`src/rtl/arr_skew_feeder.sv`:
```
// -----------------------------------------------------------------------------
// arr_skew_feeder
//   Input-side feeder for the systolic array. Gathers ROWS serial activation
//   bytes into one column vector, then launches the vector into the PE array
//   with row r delayed r cycles, forming the diagonal wavefront.
//
// Parameters
//   ROWS      number of PE rows (vector length, max skew depth), >= 2
//   DW        bits per element
//
// Ports
//   clk        clock
//   rstn       synchronous active-low reset
//   enable     global advance; low freezes all state
//   in_valid   activation beat offered
//   in_data    activation byte
//   in_last    with an accepted beat: close the vector early, zero-pad the rest
//   flush      launch any partial vector, then drain the skew lines
//   in_ready   beat accepted when in_valid & in_ready at posedge
//   out_data   row r element at [r*DW +: DW]
//   out_valid  per-row element valid
//   fire       one-cycle pulse: a vector enters row 0
//   busy       gather buffer non-empty or any skew valid pending
//   done       one-cycle pulse when a flush drain completes
//   vec_cnt    (ARR_FEED_STATS_EN only) saturating count of launched vectors
//
// Optional feature macro: ARR_FEED_STATS_EN
// -----------------------------------------------------------------------------
module arr_skew_feeder #(
  parameter int ROWS = 16,
  parameter int DW   = 8
) (
  input  logic                 clk,
  input  logic                 rstn,
  input  logic                 enable,
  input  logic                 in_valid,
  input  logic [DW-1:0]        in_data,
  input  logic                 in_last,
  input  logic                 flush,
  output logic                 in_ready,
  output logic [ROWS*DW-1:0]   out_data,
  output logic [ROWS-1:0]      out_valid,
  output logic                 fire,
  output logic                 busy,
  output logic                 done
`ifdef ARR_FEED_STATS_EN
  ,
  output logic [15:0]          vec_cnt
`endif
);

  localparam int WW = $clog2(ROWS);
  localparam logic [WW-1:0] LAST_IDX = WW'(ROWS - 1);

  typedef enum logic [1:0] {
    S_IDLE,
    S_FILL,
    S_DRAIN
  } state_t;

  state_t          r_state;
  state_t          w_state_nx;
  logic [WW-1:0]   r_widx;
  logic [DW-1:0]   r_gbuf [ROWS];
  logic            r_done_pend;

  logic            w_acc;
  logic            w_flush;
  logic            w_close;
  logic            w_gbuf_empty;
  logic            w_any_valid;
  logic            w_idle_empty_flush;
  logic [ROWS-1:0] w_row_any;

  assign w_gbuf_empty = (r_widx == '0);
  assign w_any_valid  = |w_row_any;

  assign in_ready = enable & rstn & (r_state != S_DRAIN);
  assign w_acc    = in_valid & in_ready;
  assign w_flush  = flush & enable & rstn;

  // A flush folds into the same close as the beat it arrives with, so an
  // in_last+flush beat launches exactly one vector.
  assign w_close = (w_acc & (in_last | (r_widx == LAST_IDX)))
                 | (w_flush & (w_acc | ~w_gbuf_empty));

  // Flush in IDLE with nothing anywhere: answer with done one cycle later
  // without leaving IDLE (in_ready stays high).
  assign w_idle_empty_flush = (r_state == S_IDLE) & w_flush & ~w_acc
                            & w_gbuf_empty & ~w_any_valid;

  always_comb begin
    w_state_nx = r_state;
    case (r_state)
      S_IDLE: begin
        if (w_flush) begin
          if (!w_idle_empty_flush) w_state_nx = S_DRAIN;
        end else if (w_acc) begin
          w_state_nx = S_FILL;
        end
      end
      S_FILL: begin
        if (w_flush) w_state_nx = S_DRAIN;
      end
      S_DRAIN: begin
        if (!w_any_valid) w_state_nx = S_IDLE;
      end
      default: w_state_nx = S_IDLE;
    endcase
  end

  always_ff @(posedge clk) begin
    if (!rstn) begin
      r_state     <= S_IDLE;
      r_widx      <= '0;
      r_done_pend <= 1'b0;
      for (int unsigned i = 0; i < ROWS; i++) r_gbuf[i] <= '0;
    end else if (enable) begin
      r_state     <= w_state_nx;
      r_done_pend <= w_idle_empty_flush;
      if (w_close) begin
        // Clearing on close provides the zero padding for the next vector.
        r_widx <= '0;
        for (int unsigned i = 0; i < ROWS; i++) r_gbuf[i] <= '0;
      end else if (w_acc) begin
        r_gbuf[r_widx] <= in_data;
        r_widx         <= r_widx + 1'b1;
      end
    end
  end

  assign done = rstn & enable
              & (((r_state == S_DRAIN) & ~w_any_valid) | r_done_pend);

  // Skew lines: row r has a launch register followed by r shift stages.
  for (genvar r = 0; r < ROWS; r++) begin : g_row
    localparam logic [WW-1:0] RI = WW'(r);

    logic [DW-1:0] r_cd [r+1];
    logic [r:0]    r_cv;
    logic [DW-1:0] w_lane;

    // Element for this row at launch: the closing beat lands directly here.
    always_comb begin
      w_lane = r_gbuf[r];
      if (w_acc && (r_widx == RI)) w_lane = in_data;
    end

    always_ff @(posedge clk) begin
      if (!rstn) begin
        r_cv <= '0;
        for (int unsigned s = 0; s <= r; s++) r_cd[s] <= '0;
      end else if (enable) begin
        r_cv[0] <= w_close;
        if (w_close) r_cd[0] <= w_lane;
        for (int unsigned s = 1; s <= r; s++) begin
          r_cv[s] <= r_cv[s-1];
          r_cd[s] <= r_cd[s-1];
        end
      end
    end

    assign w_row_any[r]           = |r_cv;
    assign out_valid[r]           = r_cv[r] & enable;
    assign out_data[r*DW +: DW]   = r_cd[r];
  end

  assign fire = out_valid[0];
  assign busy = ~w_gbuf_empty | w_any_valid;

`ifdef ARR_FEED_STATS_EN
  logic [15:0] r_vec_cnt;

  always_ff @(posedge clk) begin
    if (!rstn) begin
      r_vec_cnt <= '0;
    end else if (enable && w_close && (r_vec_cnt != '1)) begin
      r_vec_cnt <= r_vec_cnt + 16'd1;
    end
  end

  assign vec_cnt = r_vec_cnt;
`endif

endmodule

```
`config.mk`:
```
export PLATFORM = sky130hd
export DESIGN_NAME = arr_skew_feeder
export DESIGN_NICKNAME = d
export VERILOG_FILES = /design/src/rtl/arr_skew_feeder.sv
export SDC_FILE = /design/constraint.sdc
export NUM_CORES = 1
export LEC_CHECK = 0
export ABC_AREA = 1
export BUFFER_PORTS_ARGS = -buffer_cell sky130_fd_sc_hd__buf_2
export CELL_PAD_IN_SITES_DETAIL_PLACEMENT = 0
export CELL_PAD_IN_SITES_GLOBAL_PLACEMENT = 2
export CORE_ASPECT_RATIO = 0.8
export CORE_MARGIN = 2
export CORE_UTILIZATION = 42
export CTS_BUF_LIST = sky130_fd_sc_hd__clkbuf_4 sky130_fd_sc_hd__clkbuf_8 sky130_fd_sc_hd__clkbuf_16
export DETAILED_ROUTE_END_ITERATION = 6
export PLACE_DENSITY_LB_ADDON = 0.1
export SLEW_MARGIN = 20
export SYNTH_ARGS = -nofsm -noshare
export SYNTH_HDL_FRONTEND = slang
export SYNTH_SLANG_ARGS = --single-unit
```
`constraint.sdc`:
```
create_clock -name clk -period 18.8 [get_ports clk]
set_clock_uncertainty 0.05 [all_clocks]
set_input_delay 1.88 -clock clk [delete_from_list [all_inputs] [get_ports clk]]
set_output_delay 1.88 -clock clk [all_outputs]
set_load 0.02 [all_outputs]
```
Word-level counts from Yosys, hierarchy flattened
Memories as Yosys holds them, arrays and structs flattened.
Index checks and enable logic that the tools add are counted.
{"block": "totals", "reg_bits": 143, "mem_bits_rw": 1216, "inputBits": 14, "output_inout_bits": 148, "elab_cells": 464, "mem_count": 17}
{"block": "classes", "addsub": 1, "eq_ne": 22, "muxes": 193, "n_bitwise": 188, "n_reduce_logical": 24}
{"name": "g_row[15].r_cd", "depth": 16, "word_bits": 8, "read_ports": 16, "rd_ports_with_merged_regs": 0, "write_ports": 16, "line_no": "139", "source": "logic [DW-1:0] r_cd [r+1];"}
{"name": "r_gbuf", "depth": 16, "word_bits": 8, "read_ports": 16, "rd_ports_with_merged_regs": 0, "write_ports": 16, "line_no": "64", "source": "logic [DW-1:0] r_gbuf [ROWS];"}
{"name": "g_row[14].r_cd", "depth": 15, "word_bits": 8, "read_ports": 15, "rd_ports_with_merged_regs": 0, "write_ports": 15, "line_no": "139"}
{"name": "g_row[13].r_cd", "depth": 14, "word_bits": 8, "read_ports": 14, "rd_ports_with_merged_regs": 0, "write_ports": 14, "line_no": "139"}
{"name": "g_row[12].r_cd", "depth": 13, "word_bits": 8, "read_ports": 13, "rd_ports_with_merged_regs": 0, "write_ports": 13, "line_no": "139"}
{"name": "g_row[11].r_cd", "depth": 12, "word_bits": 8, "read_ports": 12, "rd_ports_with_merged_regs": 0, "write_ports": 12, "line_no": "139"}
{"name": "+11 memories"}
{"operator": "2-to-1 mux 8 bit", "n": 169}
{"operator": "bitwise OR 1 bit", "n": 156}
{"operator": "OR reduction 136 bit", "n": 1}
{"operator": "equality test 4 bit (second input constant)", "n": 8}
{"operator": "bitwise AND 1 bit", "n": 29}
{"operator": "equality test 4 x 3 -> 1 bit (second input constant)", "n": 4}
{"operator": "logical AND 1 bit", "n": 16}
{"operator": "OR reduction 8 bit", "n": 2}
{"operator": "2-to-1 mux 1 bit", "n": 15}
{"operator": "2-to-1 mux 4 bit", "n": 3}
{"operator": "2-to-1 mux 2 bit", "n": 5}
{"operator": "equality test 4 x 2 -> 1 bit (second input constant)", "n": 2}
{"operator": "inequality test 2 bit (second input constant)", "n": 3}
{"operator": "inequality test 3 bit (second input constant)", "n": 2}
{"operator": "case mux 2 bit (3 select lines)", "n": 1}
{"operator": "AND reduction 5 bit", "n": 1}
{"operator": "adder 4 x 1 -> 4 bit (second input constant)", "n": 1}
{"operator": "equality test 4 x 1 -> 1 bit (second input constant)", "n": 1}
{"operator": "logical NOT 4 bit", "n": 1}
{"operator": "NOT 1 bit", "n": 3}
{"operator": "equality test 2 x 1 -> 1 bit (second input constant)", "n": 1}
{"operator": "equality test 2 bit (second input constant)", "n": 1}
{"operator": "logical NOT 2 bit", "n": 1}
{"operator": "AND reduction 2 bit", "n": 1}
{"operator": "nonzero test 2 bit", "n": 1}

Logic depth before layout (Yosys ltp)
Gate-level depths: netlist of the first run.
{"block": "depth", "depth_word": 12, "mapped_depth": 12, "depth_no_buf": 11}

Worst setup path before layout of the first run
OpenSTA, ideal clock, no wires.
{"block": "synth_path", "kind": "input -> register", "startpoint": "input port rstn", "endpoint": "memory g_row[10].r_cd[160][0] (netlist: g_row[10].r_cd[10][0]) (enable)", "setup_time_ps": 913, "arrival_ps": 13438, "t_required_ps": 17837, "slack_ps": 4399, "path_stages": 5, "n_path_buf": 3, "path_cell_list": "buf_2 -> inv_2 -> or2_2 -> clkbuf_1 -> buf_2"}
{"item": "start: declaration", "line_no": "34", "source": "input logic rstn,"}
{"item": "end: declaration", "line_no": "139"}

==> results.yml, run 1 <==
power:
  power.density_nw_per_um2: 109
  internal-power_mw: 4.73
  cellLeakagePower_nw: 24.3
  peakVddDrop_mv: 0.0619
  pwr-share-clk_pct: 41.3
  p_total_mw: 6.01
  pwr-share-comb_pct: 4.4
  power_frac_seq_pct: 54.2
  swShare_pct: 21.4
  p_sw_mw: 1.28
logic_synthesis:
  synth_cells: 4245
  synth.most_common_cell: "edfxtp_1"
  yosys.area_share.simple_pct: 12.0
  synth_adder_area_share_pct: 0.102
  ys_ff_latch: 1239
  syn_avg_cell_area_um2: 11.6
  synth_compound_area_share_pct: 1.47
  ys_async_sr_fraction_pct: 0
  synth_commonest_cells: "edfxtp_1 (1216), inv_1 (1104), nor2_1 (852), nand2_1 (523), clkbuf_1 (117)"
  synth_top_cell_by_area: "edfxtp_1"
  synth_top_family_by_area: "simple AND/OR/NAND/NOR gates"
  synth_xor_area_share_pct: 0
  yosys_warnings: 0
  ys_seq_area_share_pct: 75.2
  synth_flop_cell: "edfxtp_1"
  synth_cell_types: 30
  synth_mux_area_share_pct: 0
  synth_edf_count: 1216
  yosys-top-cells-area: "edfxtp_1 (74%), inv_1 (8.4%), nor2_1 (6.5%)"
  synth_area_um2: 49200
  synth_top_area_share_pct: 74.2
cells_and_area:
  drive_gt1_share_pct: 10.6
  area_delta_synth_final_pct: 11.8
  post-route-util_pct: 47.2
  fin_area_um2: 55000
  final_cells: 5958
  fin_nets: 4341
  diodes: 0
timing:
  rsz0062_at_grt: "false"
  whs_ns: 0.436
  min_period_ns: 6.45
  finalSetupTns_ns: 0
  setup-violations-final: 0
  worstMarginPinSlew_ns: 1.12
  maxSlewHeadroom_pct: 25.4
  fmax_mhz: 155
  fin_ws_ns: 12.35
  min_period_over_period_pct: 34.3
  hold_violations: 0
  slew_violations: 0
routing:
  routed_wl_um: 80900
  ant_nets: 0
  dr.first_iter.drc_count: 1802
  drt_pre_antenna_iters: 5
  wl_per_cell_um: 13.6
  drc: 0
  vias_per_cell: 4.31
  vias: 25658
global_route:
  grt_max_degree: 210
  grt.total_usage_pct: 13.8
  grt_overflow_total: 0
  grt_pass1_wl_um: 132000
  antenna_found_initial: 6
  grt_pass1_vias: 24724
setup_path:
  crit_fanout: 84
  path_class: "input port to flop"
  cp.required_ns: 19.10
  cp-start-kind: "input port"
  critPathArrivalTime_ns: 6.75
  cp-end-kind: "flop"
clock_network:
  clockBufferDepth: 3
  clkTransAtPathRegs_ns: 0.06
  ctsHoldBuffers: 0
  clock-root-buffer: "clkbuf_16"
  cts-resized-gates: 0
  cts_tree: "done"
  cts_max_level: 4
  cts_setup_buffers: 0
  clock_latency_ns: 0.74
  cts_sinks: 1239
  numCtsBuffers: 132
die:
  row_count: 112
  die_area_um2: 120000
  ioPinCount: 162
  core-area_um2: 116000
  start_util_pct: 42.2
  die_width_um: 387
  die_h_um: 310
placement:
  dp_hpwl_um: 44100
  postPlaceCellArea_um2: 50900
  place_inst: 5728
  dp_worst_setup_slack_ns: 11.44
  portBuffers: 161
  gp_routability_congestion: 0.726
outcome:
  status: "finished clean"
run:
  maxCapViolations: 0
min_path:
  hold_path_class: "flop to flop"
power by group through the flow:
stage	Combinational (mW)	Sequential, mW	Clock [mW]
CTS	0.276	3.26	2.58
global route	0.308	3.28	2.68
finish	0.267	3.26	2.48
global placement	0.273	3.32	0
floorplan	0.197	3.36	0
detailed placement	0.275	3.32	0
worst max-delay path, cell delays in order:
cell and delay [ns]:
clkbuf_8 0.27, inv_2 0.39, or2_4 0.68, buf_4 0.72
buf_4 0.71, buf_4 0.90, buf_4 0.90
cells in the final DEF, fill, tap and decap left out, types with 5 or more instances in the layout:
cell	count
buf_4	22
o21ai_0	42
nor2_4	5
clkinv_1	21
a21oi_1	38
clkbuf_4	48
nand2_2	5
clkbuf_16	137
clkinv_2	11
dfxtp_1	23
nor3_1	44
o22ai_1	15
nand3_1	22
nor2_2	8
conb_1	8
nor2_1	852
nand2_1	522
buf_2	160
edfxtp_1	1216
inv_1	1095
o21ai_1	46
nor3_2	18
inv_2	29
registers in the layout, summed over array words and instances, names as in the netlist:
name	count
g_row.r_cd	1088
g_row.r_cv	16
r_done_pend	1
r_gbuf	128
r_state	2
r_widx	4
worst paths after layout:
path | cells after the start | end | from | slack [ns]
worst max-delay path | 7 | g_row[13].r_cd[0][26] | rstn | 12.35
worst min-delay path | 2 | g_row[15].r_cv[15] | g_row[15].r_cv[15] | 0.44
worst max register to register | 10 | r_gbuf[1][2] | r_widx[0] | 15.19
worst min register to register | 2 | g_row[15].r_cv[15] | g_row[15].r_cv[15] | 0.44
kinds of logic after synthesis:
| group | after synthesis |
|---|---|
| DFF | 1239 |
| AOI/OAI and AO/OA | 141 |
| and+or+nand+nor | 1486 |
| other | 1 |
| buffers and inverters | 1374 |
| adders and majority gates | 4 |
metal layers:
layer  GRT usage [%]  vias up  routed length [µm]
li1                -    13153                   -
met1            19.7    12002               40100
met2            20.8      357               35200
met3            2.90      142                3540
met4            5.50        4                2090
met5               0        -                  26
layout make-up:
| class | count | area, µm² |
|---|---|---|
| Tap cell | 1539 | 1930 |
| Clock inverter | 45 | 352 |
| Sequential cell | 1239 | 37000 |
| Fill cell | 10677 | 61400 |
| Timing Repair Buffer | 185 | 1010 |
| Multi-Input combinational cell | 1639 | 6730 |
| Clock buffer | 185 | 3790 |
| Inverter | 1126 | 4230 |
(Power assumes the default switching activity.)
==> inputs of run 2 (changes only) <==
Settings changed: ABC_AREA 1 to 0, CORE_UTILIZATION 42 to 45.
Clock period 18.8 ns to 6.7 ns, I/O delays scaled along.
==> results.yml, run 2 <==
cells_and_area:
  largest_reg_flops: 1088
  top_regs: "g_row.r_cd: 1088 flops, r_gbuf: 128 flops, g_row.r_cv: 16 flops"
  area_delta_synth_final_pct: 11.3
  final_cells: 4666
  layout_common_cells: "edfxtp_1 (1216), and3_1 (789), and2_1 (233)"
  regMostFlops: "g_row.r_cd"
  fin_nets: 3166
  layout_commonest_cell: "edfxtp_1"
  drive_gt1_share_pct: 12.9
  fillers: 8919
  post-route-util_pct: 50.4
  diodes: 0
routing:
  ant_nets: 0
  dr.first_iter.drc_count: 2081
  top_layer: "met5"
  wl_per_cell_um: 17.5
  wl_met2_um: 34700
  drc: 0
  met1_length_um: 40900
  drt_pre_antenna_iters: 5
  vias: 23812
  routed_wl_um: 81400
  wl_met3_um: 3880
  vias_per_cell: 5.10
logic_synthesis:
  ys_ff_latch: 1239
  yosys-top-cells-area: "edfxtp_1 (76%), and3_1 (10%), and2_1 (3.0%)"
  synth_cell_types: 48
  yosys_warnings: 0
  syn_avg_cell_area_um2: 15.2
  synth_top_cell_by_area: "edfxtp_1"
  synth.most_common_cell: "edfxtp_1"
  synth_commonest_cells: "edfxtp_1 (1216), and3_1 (789), and2_1 (233), clkbuf_1 (229), nand2_1 (165)"
  ys_async_sr_fraction_pct: 0
  synth_cells: 3161
  ys_seq_area_share_pct: 76.9
  synth_edf_count: 1216
  synth_top_area_share_pct: 75.9
  synth_flop_cell: "edfxtp_1"
  synth_area_um2: 48100
placement:
  gp_routability_congestion: 0.744
  dp_hpwl_um: 42700
  place_inst: 4431
  portBuffers: 161
clock_network:
  cts-resized-gates: 0
  cts_max_level: 4
  cts_tree: "done"
  clockBufferDepth: 3
  clock-root-buffer: "clkbuf_16"
  ctsHoldBuffers: 0
  clock_latency_ns: 0.73
  cts_sinks: 1239
  numCtsBuffers: 131
  cts_setup_buffers: 0
  clkTransAtPathRegs_ns: 0.06
global_route:
  grt_max_degree: 332
  grt_pass1_wl_um: 130000
  grt_overflow_total: 0
  grt.total_usage_pct: 14.9
  grt_pass1_vias: 23494
  antenna_found_initial: 4
setup_path:
  crit_family: "simple AND/OR/NAND/NOR gates"
  cp-end-kind: "flop"
  path_class: "flop to flop"
  critPathArrivalTime_ns: 3.68
  critPathSlowestCell: "o21a_4"
  cp.required_ns: 6.99
  cp.buffers_inverters: 2
  crit_fanout: 62
  cp-start-kind: "flop"
  crit_chain: "inv_1, ha_1, or3b_1, nand2_2, o21a_4, buf_4, nand3_1"
  rrSetupSlack_ns: 3.31
  cp_slowest_stage_delay_ns: 0.58
die:
  start_util_pct: 45.3
  row_count: 107
  die_width_um: 369
  ioPinCount: 162
  die_h_um: 296
  die_area_um2: 110000
  core-area_um2: 106000
timing:
  hold_violations: 0
  maxSlewHeadroom_pct: 26.9
  setup-violations-final: 0
  slew_violations: 0
  rsz0062_at_grt: "false"
  min_period_over_period_pct: 50.6
  finalSetupTns_ns: 0
  fmax_mhz: 295
  worstMarginPinSlew_ns: 1.09
  min_period_ns: 3.39
power:
  power.density_nw_per_um2: 312
  p_total_mw: 16.7
  peakVddDrop_mv: 0.219
  cellLeakagePower_nw: 23.2
min_path:
  hold_path_class: "input port to flop"
run:
  maxCapViolations: 0
outcome:
  status: "finished clean"
==> run 2: cell count changes after synthesis, moves of 18 or more <==
cell / previous run / this run
a21oi_1: 38 / 66
and2_1: 1 / 233
and3_1: 0 / 789
clkbuf_1: 117 / 229
inv_1: 1104 / 4
inv_2: 21 / 0
mux2i_1: 0 / 48
nand2_1: 523 / 165
nor2_1: 852 / 130
nor3_1: 44 / 2
nor3_2: 18 / 0
o21ai_0: 42 / 10
o21ai_1: 46 / 1
==> run 2: worst min-delay path, stage by stage <==
cell     delay [ns]
buf_2          0.14
o21ai_0        0.08
nand2_1        0.06
nor2_1         0.03
==> run 2: final cells by class <==
class	count	area, µm²	area share [%]
Sequential cell	1239	37000	69.1
Timing Repair Buffer	188	1170	2.18
Inverter	5	21.3	0.0398
Tap cell	1417	1770	3.31
Clock inverter	71	512	0.956
Multi-Input combinational cell	1583	9470	17.7
Clock buffer	163	3590	6.71
==> run 2: worst paths after layout <==
check                            startpoint       endpoint  cells past startpoint
worst max-delay path              r_widx[0]  r_gbuf[12][5]                      7
worst min-delay path                  flush     r_state[0]                      4
worst max register to register    r_widx[0]  r_gbuf[12][5]                      7
worst min register to register  r_done_pend    r_done_pend                      2
==> run 2: per-layer routing <==
metal | up-vias | track usage, %
met5 | - | 0
met4 | 6 | 5.88
li1 | 11579 | -
met1 | 11601 | 22.5
met3 | 143 | 2.93
met2 | 483 | 21.1
==> run 2: power by group <==
| part | leakage, nW | switching [mW] | internal, mW |
|---|---|---|---|
| registers | 13.5 | 0.114 | 9.01 |
| logic | 7.62 | 0.506 | 0.181 |
| clock network | 2.06 | 2.86 | 4.00 |
| total | 23.2 | 3.48 | 13.2 |
==> run 2: stage by stage <==
| stage | instance area [µm²] | setup slack [ns] | hold slack, ns |
|---|---|---|---|
| 2_1_floorplan | 48200 | -1.43 | 0.381 |
| 3_3_place_gp | 49400 | 2.79 | 0.429 |
| 3_5_place_dp | 49400 | 2.64 | 0.444 |
| 4_1_cts | 53500 | 3.25 | 0.176 |
| 5_1_grt | 53500 | 3.03 | 0.266 |
| 6_report | 53500 | 3.31 | 0.256 |
==> run 2: cells by family after synthesis <==
family / share of synthesized area (%)
other: 0.00780
adder cells (fa/ha/maj): 0.104
AND/OR/NAND/NOR: 17.1
multiplexers: 0.999
flip-flops: 76.9
buffers and inverters: 3.52
AO/OA/AOI/OAI: 1.39
==> inputs of run 3 (changes only) <==
Settings changed: CORE_UTILIZATION 45 to 41.
Clock period 6.7 ns to 3.1 ns, I/O delays scaled along.
==> results.yml, run 3 (synthesis results as in run 2) <==
timing:
  rsz0062_at_grt: "false"
  hold_violations: 0
  maxSlewHeadroom_pct: 26.3
  finalSetupTns_ns: 0
  slew_violations: 0
  worstMarginPinSlew_ns: 1.10
  fin_ws_ns: 0.241
  min_period_ns: 2.86
  min_period_over_period_pct: 92.2
  setup-violations-final: 0
  fmax_mhz: 350
cells_and_area:
  fin_nets: 3193
  layout_commonest_cell: "edfxtp_1"
  diodes: 0
  layout_common_cells: "edfxtp_1 (1216), and3_1 (789), and2_1 (233)"
  regMostFlops: "g_row.r_cd"
  area_delta_synth_final_pct: 12.3
  top_regs: "g_row.r_cd: 1088 flops, r_gbuf: 128 flops, g_row.r_cv: 16 flops"
  largest_reg_flops: 1088
  final_cells: 4812
  drive_gt1_share_pct: 13.8
routing:
  drt_pre_antenna_iters: 5
  wl_per_cell_um: 17.7
  routed_wl_um: 85400
  drc: 0
  vias: 23885
  vias_per_cell: 4.96
  dr.first_iter.drc_count: 1988
  ant_nets: 0
placement:
  portBuffers: 161
  dp_hpwl_um: 45200
  dp_worst_setup_slack_ns: 0.197
  place_inst: 4573
  gp_routability_congestion: 0.769
clock_network:
  clock-root-buffer: "clkbuf_16"
  cts_tree: "done"
  clockBufferDepth: 3
  clkTransAtPathRegs_ns: 0.06
  cts_setup_buffers: 0
  numCtsBuffers: 132
  clock_latency_ns: 0.72
  cts_max_level: 4
  cts_sinks: 1239
global_route:
  grt_max_degree: 323
  grt_overflow_total: 0
  antenna_found_initial: 0
  grt_pass1_wl_um: 137000
  grt.total_usage_pct: 14.3
  grt_pass1_vias: 23689
power:
  cellLeakagePower_nw: 23.3
  peakVddDrop_mv: 0.392
  power.density_nw_per_um2: 672
die:
  ioPinCount: 162
  core-area_um2: 116000
  die_width_um: 387
  die_area_um2: 120000
  die_h_um: 310
  row_count: 112
  start_util_pct: 41.3
setup_path:
  crit_fanout: 4
  path_class: "flop to primary output"
  critPathArrivalTime_ns: 2.50
  cp.required_ns: 2.74
  cp-start-kind: "flop"
  cp-end-kind: "primary output"
outcome:
  status: "finished clean"
run:
  maxCapViolations: 0
min_path:
  hold_path_class: "input port to flop"
## run 3: per-stage QoR
| step | cell area (µm²) | hold WS, ns | power (mW) | utilization (%) |
|---|---|---|---|---|
| after floorplan | 48200 | 0.381 | 21.3 | - |
| after global placement | 49800 | 0.421 | 21.6 | 42.7 |
| after detailed placement | 49800 | 0.434 | 21.6 | 42.7 |
| after CTS | 54000 | 0.0249 | 36.8 | 46.3 |
| after global routing | 54000 | 0.0943 | 37.8 | 46.4 |
| final | 54000 | 0.106 | 36.3 | 46.4 |
## run 3: final timing paths
path | start | end | slack, ns | cells after the start
max | g_row[12].r_cv[9] | done | 0.24 | 5
min | in_valid | r_widx[3] | 0.11 | 4
max reg2reg | r_widx[0] | r_gbuf[14][2] | 0.38 | 6
min reg2reg | r_done_pend | r_done_pend | 0.44 | 2
## run 3: cell type report
| cell class | instances | area, µm² |
|---|---|---|
| clock buffers | 183 | 3840 |
| clock inverters | 49 | 335 |
| fillers | 10047 | 62400 |
| inverters | 5 | 21.3 |
| multi-input cells | 1583 | 9490 |
| flip-flops and latches | 1239 | 37000 |
| well taps | 1539 | 1930 |
| repair buffers | 214 | 1420 |
## run 3: timing repair
item | CTS | global route
setup endpoints to repair | 0 | 1
hold endpoints to repair | 10 | 0
hold buffers | 5 | 0
gates resized for setup | 0 | 2
## run 3: worst max-delay path, stage by stage, from the launching register on
cell,delay [ns]
dfxtp_1,0.31
nor4_1,0.39
and4_2,0.52
a21oi_1,0.12
nor2_1,0.21
buf_2,0.21
## run 3: power by group
part / leakage (nW) / internal, mW / switching, mW / total, mW
combinational: 7.76 / 0.416 / 1.12 / 1.53
clock: 2.10 / 8.94 / 6.08 / 15.0
sequential: 13.5 / 19.5 / 0.255 / 19.7
## run 3: metal layers
layer / part of all wire, % / vias up / global-route usage (%) / wire [µm]
li1: - / 11649 / - / -
met1: 51 / 11614 / 21.8 / 43900
met2: 42 / 475 / 20.1 / 35900
met3: 4.5 / 147 / 3.11 / 3830
met4: 2.1 / 0 / 4.76 / 1770
met5: 0 / - / 0 / 0
